==> src/rtl/led_receiver.sv <==
`default_nettype none
// ============================================================================
// led_receiver : WS2812-style NRZ decoder producing 24-bit GRB pixels and
//                a full-frame word, with glitch/stuck/bit-count error flags.
// Revision     : 1.0
// ============================================================================
module led_receiver #(
  parameter int BIT_THRESH   = 15,
  parameter int MIN_HIGH     = 4,
  parameter int MAX_HIGH     = 40,
  parameter int LATCH_CYCLES = 1200,
  parameter int NUM_BITS     = 144
) (
  input  logic                clk,
  input  logic                rst,
  input  logic                din,
  input  logic                clr_err,
  output logic [23:0]         pixel,
  output logic                pixel_valid,
  output logic [2:0]          pixel_idx,
  output logic [NUM_BITS-1:0] rgb_out,
  output logic                frame_valid,
  output logic [2:0]          err
);

  localparam logic [7:0]  BIT_THRESH_C = 8'(BIT_THRESH);
  localparam logic [7:0]  MIN_HIGH_C   = 8'(MIN_HIGH);
  localparam logic [7:0]  MAX_HIGH_C   = 8'(MAX_HIGH);
  localparam logic [15:0] LATCH_C      = 16'(LATCH_CYCLES);
  localparam logic [7:0]  NUM_BITS_C   = 8'(NUM_BITS);
  localparam logic [7:0]  PIX_BITS_C   = 8'd24;

  typedef enum logic [1:0] {
    ST_ARM  = 2'd0,
    ST_IDLE = 2'd1,
    ST_HIGH = 2'd2,
    ST_LOW  = 2'd3
  } state_t;

  state_t              state_q, state_d;
  logic                sync1_q, sync1_d;
  logic                din_s_q, din_s_d;
  logic                din_prev_q, din_prev_d;
  logic [7:0]          hi_cnt_q, hi_cnt_d;
  logic [15:0]         lo_cnt_q, lo_cnt_d;
  logic [7:0]          bit_cnt_q, bit_cnt_d;
  logic                ovf_q, ovf_d;
  logic [NUM_BITS-1:0] shreg_q, shreg_d;
  logic [23:0]         pixel_q, pixel_d;
  logic [2:0]          pixel_idx_q, pixel_idx_d;
  logic                pixel_valid_q, pixel_valid_d;
  logic [NUM_BITS-1:0] rgb_out_q, rgb_out_d;
  logic                frame_valid_q, frame_valid_d;
  logic [2:0]          err_q, err_d;

  logic rise;
  logic fall;
  logic set_glitch;
  logic set_stuck;
  logic set_badcnt;

  always_comb begin
    sync1_d    = din;
    din_s_d    = sync1_q;
    din_prev_d = din_s_q;
  end

  assign rise = din_s_q & ~din_prev_q;
  assign fall = ~din_s_q & din_prev_q;

  always_comb begin
    state_d       = state_q;
    hi_cnt_d      = hi_cnt_q;
    lo_cnt_d      = lo_cnt_q;
    bit_cnt_d     = bit_cnt_q;
    ovf_d         = ovf_q;
    shreg_d       = shreg_q;
    pixel_d       = pixel_q;
    pixel_idx_d   = pixel_idx_q;
    pixel_valid_d = 1'b0;
    rgb_out_d     = rgb_out_q;
    frame_valid_d = 1'b0;
    set_glitch    = 1'b0;
    set_stuck     = 1'b0;
    set_badcnt    = 1'b0;

    case (state_q)
      // Wait out any pulse already in flight when reset released.
      ST_ARM: begin
        hi_cnt_d = 8'd0;
        lo_cnt_d = 16'd0;
        if (!din_s_q) begin
          state_d = ST_IDLE;
        end
      end

      ST_IDLE: begin
        if (rise) begin
          state_d  = ST_HIGH;
          hi_cnt_d = 8'd1;
        end
      end

      ST_HIGH: begin
        if (hi_cnt_q >= MAX_HIGH_C) begin
          set_stuck = 1'b1;
          bit_cnt_d = 8'd0;
          ovf_d     = 1'b0;
          shreg_d   = '0;
          hi_cnt_d  = 8'd0;
          state_d   = ST_ARM;
        end else if (fall) begin
          lo_cnt_d = 16'd1;
          state_d  = ST_LOW;
          if (hi_cnt_q < MIN_HIGH_C) begin
            set_glitch = 1'b1;
          end else if (bit_cnt_q < NUM_BITS_C) begin
            shreg_d   = {shreg_q[NUM_BITS-2:0], (hi_cnt_q >= BIT_THRESH_C)};
            bit_cnt_d = bit_cnt_q + 8'd1;
            if ((bit_cnt_d % PIX_BITS_C) == 8'd0) begin
              pixel_d       = shreg_d[23:0];
              pixel_idx_d   = 3'(bit_cnt_d / PIX_BITS_C - 8'd1);
              pixel_valid_d = 1'b1;
            end
          end else begin
            ovf_d = 1'b1;
          end
        end else begin
          hi_cnt_d = hi_cnt_q + 8'd1;
        end
      end

      ST_LOW: begin
        if (lo_cnt_q >= LATCH_C) begin
          if ((bit_cnt_q == NUM_BITS_C) && !ovf_q) begin
            rgb_out_d     = shreg_q;
            frame_valid_d = 1'b1;
          end else if ((bit_cnt_q != 8'd0) || ovf_q) begin
            set_badcnt = 1'b1;
          end
          bit_cnt_d = 8'd0;
          ovf_d     = 1'b0;
          shreg_d   = '0;
          lo_cnt_d  = 16'd0;
          // A rise landing exactly on the latch cycle starts the next frame.
          if (rise) begin
            state_d  = ST_HIGH;
            hi_cnt_d = 8'd1;
          end else begin
            state_d = ST_IDLE;
          end
        end else if (rise) begin
          state_d  = ST_HIGH;
          hi_cnt_d = 8'd1;
        end else if (lo_cnt_q != 16'hFFFF) begin
          lo_cnt_d = lo_cnt_q + 16'd1;
        end
      end

      default: begin
        state_d = ST_ARM;
      end
    endcase

    err_d = (clr_err ? 3'b000 : err_q) | {set_badcnt, set_stuck, set_glitch};
  end

  always_ff @(posedge clk) begin
    if (rst) begin
      state_q       <= ST_ARM;
      sync1_q       <= 1'b0;
      din_s_q       <= 1'b0;
      din_prev_q    <= 1'b0;
      hi_cnt_q      <= 8'd0;
      lo_cnt_q      <= 16'd0;
      bit_cnt_q     <= 8'd0;
      ovf_q         <= 1'b0;
      shreg_q       <= '0;
      pixel_q       <= 24'd0;
      pixel_idx_q   <= 3'd0;
      pixel_valid_q <= 1'b0;
      rgb_out_q     <= '0;
      frame_valid_q <= 1'b0;
      err_q         <= 3'b000;
    end else begin
      state_q       <= state_d;
      sync1_q       <= sync1_d;
      din_s_q       <= din_s_d;
      din_prev_q    <= din_prev_d;
      hi_cnt_q      <= hi_cnt_d;
      lo_cnt_q      <= lo_cnt_d;
      bit_cnt_q     <= bit_cnt_d;
      ovf_q         <= ovf_d;
      shreg_q       <= shreg_d;
      pixel_q       <= pixel_d;
      pixel_idx_q   <= pixel_idx_d;
      pixel_valid_q <= pixel_valid_d;
      rgb_out_q     <= rgb_out_d;
      frame_valid_q <= frame_valid_d;
      err_q         <= err_d;
    end
  end

  assign pixel       = pixel_q;
  assign pixel_valid = pixel_valid_q;
  assign pixel_idx   = pixel_idx_q;
  assign rgb_out     = rgb_out_q;
  assign frame_valid = frame_valid_q;
  assign err         = err_q;

endmodule
`default_nettype wire
==> config.mk <==
export PLATFORM = sky130hd
export DESIGN_NAME = led_receiver
export DESIGN_NICKNAME = d
export VERILOG_FILES = /design/src/rtl/led_receiver.sv
export SDC_FILE = /design/constraint.sdc
export NUM_CORES = 1
export LEC_CHECK = 0
export CORE_MARGIN = 5
export CORE_UTILIZATION = 45
export CTS_CLUSTER_SIZE = 12
export DETAILED_ROUTE_END_ITERATION = 6
export HOLD_SLACK_MARGIN = 0.12
export PLACE_DENSITY = 0.7
export SYNTH_ARGS = -nofsm -noshare
export SYNTH_HDL_FRONTEND = slang
export SYNTH_SLANG_ARGS = --single-unit
==> constraint.sdc <==
create_clock -name clk -period 2.49 [get_ports clk]
set_input_delay 0.498 -clock clk [delete_from_list [all_inputs] [get_ports clk]]
set_output_delay 0.498 -clock clk [all_outputs]
set_load 0.02 [all_outputs]
### Word level (Yosys, flattened, before mapping)

Cells that the tools add are included.

| word-level totals | value |
|---|---|
| register bits | 358 |
| bits of input ports | 4 |
| output and inout bits | 176 |
| word-level logic and storage cells | 121 |

| operators by class | value |
|---|---|
| $add $sub $neg | 4 |
| divide/modulo/power cells | 2 |
| $lt $le $gt $ge | 5 |
| eq/ne operators | 17 |
| muxes and demuxes | 48 |
| bitwise gates (word level) | 12 |
| reductions and logical operators | 18 |

Operator list:

| kind | number |
|---|---|
| $mux 144 | 5 |
| $pmux 144 s2 | 1 |
| $mux 16 | 5 |
| $mux 8 | 8 |
| $pmux 16 s3 | 1 |
| $pmux 8 s3 | 1 |
| $ne 3x3->1 const B | 7 |
| $mux 1 | 17 |
| $add 16x1->16 const B | 1 |
| $add 8x1->8 const B | 2 |
| $ge 16x11->1 const B | 1 |
| $ne 16x16->1 const B | 1 |
| $pmux 8 s2 | 1 |
| $reduce_and 5->1 | 3 |
| $mux 2 | 6 |
| $not 1->1 | 9 |
| $div 8x5->8 const B | 1 |
| $eq 8x8->1 const B | 1 |
| $ge 8x4->1 const B | 1 |
| $ge 8x6->1 const B | 1 |
| $logic_not 8->1 | 1 |
| $lt 8x3->1 const B | 1 |
| $lt 8x8->1 const B | 1 |
| $mod 8x5->8 const B | 1 |
| 23 further kinds | 29 |

### Depth between registers and ports, before layout

Gate-level depths: netlist (run 1).

| depth | value |
|---|---|
| word-level depth | 7 |
| depth in mapped cells | 11 |

### Worst setup path before layout (run 1)

No wires, ideal clock.

| timing path | value |
|---|---|
| path type | register to register |
| start | register bit_cnt_q[0] |
| end | register pixel_q[4] (netlist: pixel[4]) |
| setup time | 0.132 ns |
| arrival time | 2.250 ns |
| data required time | 2.358 ns |
| setup slack | 0.108 ns |
| stages on the path, launching flop included | 12 |
| buffers on the path | 3 |
| clock period less this slack | 2.382 ns |
| cell sequence | dfxtp_1 ha_1 buf_2 nand3_2 xnor2_1 nand2_1 or4b_1 o311a_1 buf_4 buf_6 nand3_1 a21oi_1 |

| between the ends | value |
|---|---|
| cells in the longest elaborated chain, start to end | 4 |
| elaborated cells between the ends (all ways) | 5 |
| classes of those cells | add/sub (1); div (1); order compare (1); reduce/logical (2) |

RTL lines:

| what | line | text |
|---|---|---|
| from (decl) | 46 | `logic [7:0] bit_cnt_q, bit_cnt_d;` |
| from (signal assigned) | 192 | `bit_cnt_q <= bit_cnt_d;` |
| $add 8x1->8 | 119 | `bit_cnt_d = bit_cnt_q + 8'd1;` |
| $mod 8x5->8 | 120 | `if ((bit_cnt_d % PIX_BITS_C) == 8'd0) begin` |
| $logic_not 8->1 | 120 |  |
| $reduce_and 6->1 (no line) (*) | - |  |
| to (signal assigned) | 195 | `pixel_q <= pixel_d;` |
| to (decl) | 49 | `logic [23:0] pixel_q, pixel_d;` |

Mark *: on every way between the ends. The rest lies on a longest branch, timed or not.
A chain may end at the register's enable or synchronous reset.

### Worst setup path in the final report (run 1)

| timing path | value |
|---|---|
| start | register bit_cnt_q[1] |
| end | register pixel_idx_q[2] (netlist: pixel_idx[2]) |

| between the ends | value |
|---|---|
| cells in the longest elaborated chain, start to end | 4 |
| elaborated cells between the ends (all ways) | 7 |
| classes of those cells | add/sub (2); div (2); order compare (1); reduce/logical (2) |

RTL lines:

| what | line | text |
|---|---|---|
| $add 8x1->8 | 119 |  |
| $mod 8x5->8 | 120 |  |
| $logic_not 8->1 | 120 |  |
| $reduce_and 6->1 (no line) | - |  |
| to (signal assigned) | 196 | `pixel_idx_q <= pixel_idx_d;` |
| to (decl) | 50 | `logic [2:0] pixel_idx_q, pixel_idx_d;` |

Several ways; a longest one is shown, not always the timed one.

==> impl_metrics.env, run 1 <==
export IMPL_status="finished, final reports clean"
export IMPL_reg2reg_slack_ps=60
export IMPL_reg2reg_depth=10
export IMPL_startpoint_type="flop"
export IMPL_synth_top_area_share_pct=51.3
export IMPL_critical_path_arrival_ps=2870
export IMPL_seqCellArea_um2=7170
export IMPL_cellLeakagePower_nw=5.69
export IMPL_numCtsBuffers=39
export IMPL_via_per_inst=5.43
export IMPL_ys_seq_area_share_pct=51.3
export IMPL_cts_sinks=358
export IMPL_hold_ws_ps=368
export IMPL_diodes=0
export IMPL_slew_violations=0
export IMPL_core_rowCount=64
export IMPL_dp_hpwl_um=22400
export IMPL_worstSetupEndpointType="flop"
export IMPL_yosysWarningCount=0
export IMPL_initial_core_util_pct=45.7
export IMPL_fin_skew_ps=13.7
export IMPL_crit_end="pixel_idx[2]"
export IMPL_stdcell_count=2289
export IMPL_wl_um=35100
export IMPL_fillers=2765
export IMPL_hp_start="rst"
export IMPL_drtIter0Drc=948
export IMPL_synth_fp_nets=1748
export IMPL_wl_per_cell_um=15.3
export IMPL_placed_cell_area_um2=16200
export IMPL_peakVddDrop_uv=376
export IMPL_synth_distinct_cells=68
export IMPL_die_area_um2=34700
export IMPL_fmax_mhz=411
export IMPL_core_um2=30600
export IMPL_firstDrtPassIters=5
export IMPL_critPathKind="reg -> reg"
export IMPL_grt_max_degree=120
export IMPL_grt_pass1_wl_um=57700
export IMPL_worstSkewPairLatency_ps=510
export IMPL_area_delta_synth_final_pct=26.0
export IMPL_gr_total_overflow=0
export IMPL_period_needed_ps=2430
export IMPL_postSynthCellCount=1736
export IMPL_cts_htree_levels=2
export IMPL_syn_area_um2=14000
export IMPL_cts_clk_slew_worst_paths_ps=60
export IMPL_gp_congestion=0.864
export IMPL_synth_most_common_cell="nand2_1"
export IMPL_dp_cells=2224
export IMPL_cap_viol_max_count=0
export IMPL_drcViolationCount=0
export IMPL_first_global_vias=11700
export IMPL_worstReg2RegEnd="pixel_idx[2]"
export IMPL_crit_path_max_fanout=11
export IMPL_setup_ws_ps=55.9
export IMPL_synthFlopType="dfxtp_1"
export IMPL_reg2reg_from="bit_cnt_q[1]"
export IMPL_nets=1883
export IMPL_vias=12400
export IMPL_synth_area_leaders="dfxtp_1 51%, nand2_1 12%, a21oi_1 12%"
export IMPL_worst_pin_slew_ps=784
export IMPL_avgSynthCellArea_um2=8.05
export IMPL_port_buffers=179
export IMPL_synth_top_area_cell="dfxtp_1"
export IMPL_ant_nets=0
export IMPL_clockBufferDepth=3
export IMPL_setup_viol_count_final=0
export IMPL_fin_crit_sh_pct=97.8
export IMPL_die_width_um=186
export IMPL_hp_class="in -> reg"
export IMPL_dp_slack_ps=23.8
export IMPL_grt_total_usage_pct=19.5
export IMPL_antenna_found_initial=0
export IMPL_cts_root_buf="clkbuf_16"
export IMPL_die_y_um=186
export IMPL_post_route_util_pct=57.6
export IMPL_multi_input_area_um2=6090
export IMPL_design_area_um2=17600
export IMPL_crit_required_ps=2930
export IMPL_ys_seq_elements=358
export IMPL_hold_viol=0
export IMPL_io_pins=180
export IMPL_synth_edf_count=0
export IMPL_power_density_nw_per_um2=672
export IMPL_timing_slew_headroom_pct=47.4
export IMPL_cts_tree="built"
export IMPL_drive_above_1_share_pct=8.08
export IMPL_async_flop_share_pct=0
export IMPL_synth_common_cells="462 x nand2_1, 358 x dfxtp_1, 344 x a21oi_1"
export IMPL_startpoint="bit_cnt_q[1]"
critical path: stages, from the launching register on:
cell and delay [ps]:
dfxtp_1 330, buf_4 180, and2_4 180, or4b_4 560, nand3_4 140, nand4_1 140, a31oi_2 260, ha_2 220
xnor2_2 100, nand3_1 90, a21oi_1 150
worst min path at each step:
stage	to	slack, ps	cells past startpoint
after floorplan	din_prev_d	410	1
after global placement	din_prev_d	420	1
after detailed placement	din_prev_d	430	1
after CTS	err[1]	370	2
after global routing	din_prev_q	390	2
final	err[1]	370	2
layout by cell type, fill, tap and decap left out, types with 12 or more instances in the layout:
cell / netlist / layout
nand3_1: 181 / 181
o21ai_0: 19 / 17
o21ai_1: 22 / 22
buf_4: 7 / 37
a21oi_1: 344 / 343
dfxtp_1: 358 / 356
buf_12: 0 / 21
xor2_1: 12 / 12
clkdlybuf4s50_1: 0 / 178
clkbuf_16: 0 / 42
nor2_1: 48 / 48
nand4_1: 12 / 12
nand2_1: 462 / 460
through the flow:
step | setup TNS [ps] | power (W)
floorplan | 0 | 0.00610
finish | 0 | 0.0118
global placement | 0 | 0.00619
detailed placement | 0 | 0.00619
CTS | 0 | 0.0120
global route | -108 | 0.0122
layout make-up:
class | count | share of cell area (%)
clock buffer | 55 | 6.46
clock inverter | 8 | 0.810
inverter | 11 | 0.234
multi-input combinational | 1222 | 34.6
sequential | 358 | 40.7
tap | 396 | 2.81
timing repair buffer | 239 | 14.4
power breakdown:
| part | total [W] | internal [W] | switching, W | leakage, nW |
|---|---|---|---|---|
| clock | 0.00576 | 0.00357 | 0.00219 | 0.626 |
| sequential | 0.00575 | 0.00574 | 0.00000979 | 2.88 |
| combinational | 0.000325 | 0.0000898 | 0.000235 | 2.18 |
layer usage:
| metal | global-route usage [%] | share of wire [%] | vias to the layer above |
|---|---|---|---|
| met5 | 0 | 0 | - |
| met3 | 4.03 | 6.5 | 57 |
| met4 | 5.07 | 1.8 | 0 |
| met1 | 26.9 | 45 | 5880 |
| li1 | - | - | 6153 |
| met2 | 31.5 | 47 | 337 |
state kept, by name (all words and copies together) (netlist names), 2 cells and up:
register and count:
pixel 24, shreg_q 144, state_q 2, err 3, bit_cnt_q 8, rgb_out 144
pixel_idx 3, lo_cnt_q 16, hi_cnt_q 8
kinds of logic after synthesis:
logic type                 share of synthesized area (%)
AOI/OAI and AO/OA                                   17.4
xor gates and xnor gates                            1.13
adders and majority gates                          0.716
buffers and inverters                               5.86
DFF                                                 51.3
muxes                                              0.143
and+or+nand+nor                                     23.5
timing repair:
item                                    4_1_cts  5_1_grt
endpoints found under the setup margin        2       31
pin swaps                                     0        7
hold buffers                                  0        0
resized for setup                             1       23
setup buffers                                 0        2
No activity file was read; power rests on OpenSTA's default activity.
==> run 2: changes to the inputs <==
--- a/config.mk
+++ b/config.mk
@@ -5,7 +5,6 @@
 export SDC_FILE = /design/constraint.sdc
 export NUM_CORES = 1
 export LEC_CHECK = 0
-export CORE_MARGIN = 5
 export CORE_UTILIZATION = 45
 export CTS_CLUSTER_SIZE = 12
 export DETAILED_ROUTE_END_ITERATION = 6
==> run 2 against run 1 <==
Compared with the run above:
- via count down 1.3%
- critical endpoint unchanged
- critical path depth unchanged
- clock-buffer cell count down 1
- largest cell class unchanged
- combinational power about the same
- highest routed layer unchanged
==> impl_metrics.env, run 2 (same netlist as run 1, synthesis figures left out) <==
export IMPL_grt_total_usage_pct=21.2
export IMPL_hold_viol=0
export IMPL_setup_viol_count_final=0
export IMPL_combPwrFrac_pct=2.9
export IMPL_drcViolationCount=0
export IMPL_p_int_w=0.00893
export IMPL_cellLeakagePower_nw=5.64
export IMPL_dp_cells=2222
export IMPL_clkPwrFrac_pct=46.7
export IMPL_grt_max_degree=123
export IMPL_area_delta_synth_final_pct=25.3
export IMPL_grt_pass1_wl_um=55700
export IMPL_slew_violations=0
export IMPL_die_width_um=178
export IMPL_status="finished, final reports clean"
export IMPL_post_route_util_pct=57.2
export IMPL_dp_slack_ps=38.3
export IMPL_seqCellArea_um2=7170
export IMPL_mostFrequentLayoutCell="nand2_1"
export IMPL_antenna_found_initial=0
export IMPL_ant_nets=0
export IMPL_period_needed_ps=2410
export IMPL_critical_path_arrival_ps=2860
export IMPL_cts_clk_slew_worst_paths_ps=60
export IMPL_multi_input_area_um2=6080
export IMPL_setup_ws_ps=82.4
export IMPL_clockBufferDepth=3
export IMPL_crit_path_max_fanout=10
export IMPL_hp_class="in -> reg"
export IMPL_via_per_inst=5.35
export IMPL_peakVddDrop_uv=394
export IMPL_gp_congestion=0.815
export IMPL_worstSetupEndpointType="flop"
export IMPL_drtIter0Drc=965
export IMPL_layout_common_cells="462 x nand2_1, 353 x dfxtp_1, 343 x a21oi_1, 180 x nand3_1, 178 x clkdlybuf4s50_1"
export IMPL_swShare_pct=21.6
export IMPL_cts_root_buf="clkbuf_16"
export IMPL_io_pins=180
export IMPL_stdcell_count=2291
export IMPL_fin_crit_sh_pct=96.7
export IMPL_first_global_vias=11200
export IMPL_wl_um=34400
export IMPL_power_density_nw_per_um2=651
export IMPL_crit_required_ps=2940
export IMPL_gr_total_overflow=0
export IMPL_drive_above_1_share_pct=8.07
export IMPL_nets=1885
export IMPL_critPathKind="reg -> reg"
export IMPL_core_rowCount=64
export IMPL_hold_buffers=0
export IMPL_cap_viol_max_count=0
export IMPL_die_y_um=178
export IMPL_firstDrtPassIters=5
export IMPL_die_area_um2=31800
export IMPL_cts_tree="built"
export IMPL_fillers=2785
export IMPL_worst_pin_slew_ps=538
export IMPL_wl_per_cell_um=15.0
export IMPL_core_um2=30600
export IMPL_diodes=0
export IMPL_timing_slew_headroom_pct=64.2
export IMPL_initial_core_util_pct=45.7
export IMPL_numCtsBuffers=39
export IMPL_rsz0062_at_grt="yes"
export IMPL_seqPwrFrac_pct=50.5
export IMPL_fin_skew_ps=18.7
export IMPL_fmax_mhz=415
export IMPL_worstSkewPairLatency_ps=520
export IMPL_vias=12300
export IMPL_startpoint_type="flop"
export IMPL_port_buffers=179
export IMPL_cts_htree_levels=2
export IMPL_dp_hpwl_um=21000
export IMPL_netSwitchingPower_w=0.00246
export IMPL_cts_sinks=358
[run 2: path summary, 6_finish.rpt]
kind	start	end	slack (ps)	depth (start not counted)
max reg2reg	bit_cnt_q[4]	pixel_idx[2]	80	10
min	rst	state_q[0]	220	2
min reg2reg	rgb_out[62]	rgb_out[62]	450	2
max	bit_cnt_q[4]	pixel_idx[2]	80	10
[run 2: routing by layer]
metal	track usage, %	wire length [µm]	part of all wire (%)	up-vias
met5	0	0	0	-
met4	5.23	499	1.5	0
met3	4.31	1900	5.5	43
met2	35.3	16200	47	312
met1	28.1	15800	46	5764
li1	-	-	-	6145
[run 2: repair_timing]
| action | CTS | global route |
|---|---|---|
| endpoints found under the setup margin | 1 | 180 |
| setup buffers | 0 | 6 |
| pin swaps | 0 | 5 |
| gates resized for setup | 1 | 18 |
[run 2: area by class of cell]
class                           count  share of cell area (%)
Sequential cell                   358                    41.0
Multi-Input combinational cell   1222                    34.7
Timing Repair Buffer              241                    14.6
Clock buffer                       54                    6.37
Tap cell                          396                    2.83
Clock inverter                      9                   0.293
Inverter                           11                   0.236
[run 2: power by group through the flow]
stage,Clock [W],Combinational [W],Sequential [W]
after floorplan,0,0.000233,0.00587
after global placement,0,0.000312,0.00587
after detailed placement,0,0.000314,0.00587
after CTS,0.00545,0.000315,0.00574
after global routing,0.00568,0.000350,0.00574
final,0.00532,0.000325,0.00575
[run 2: through the flow]
| stage | hold slack, ps | total power (W) | cell area [µm²] | setup TNS [ps] |
|---|---|---|---|---|
| detailed placement | 447 | 0.00618 | 16200 | 0 |
| finish | 223 | 0.0114 | 17500 | 0 |
| global placement | 427 | 0.00618 | 16200 | -52.6 |
| floorplan | 414 | 0.00610 | 14000 | 0 |
| global route | 227 | 0.0118 | 17500 | -131 |
| CTS | 208 | 0.0115 | 17400 | 0 |
[run 2: worst max-delay path, stage by stage, from the launching register on]
cell and delay, ps:
dfxtp_2 400, buf_4 210, and4b_1 220, a21oi_1 150
o21ai_0 180, o311ai_1 370, a31oi_2 150, ha_1 230
xnor2_1 180, nand3_1 90, a21oi_1 140
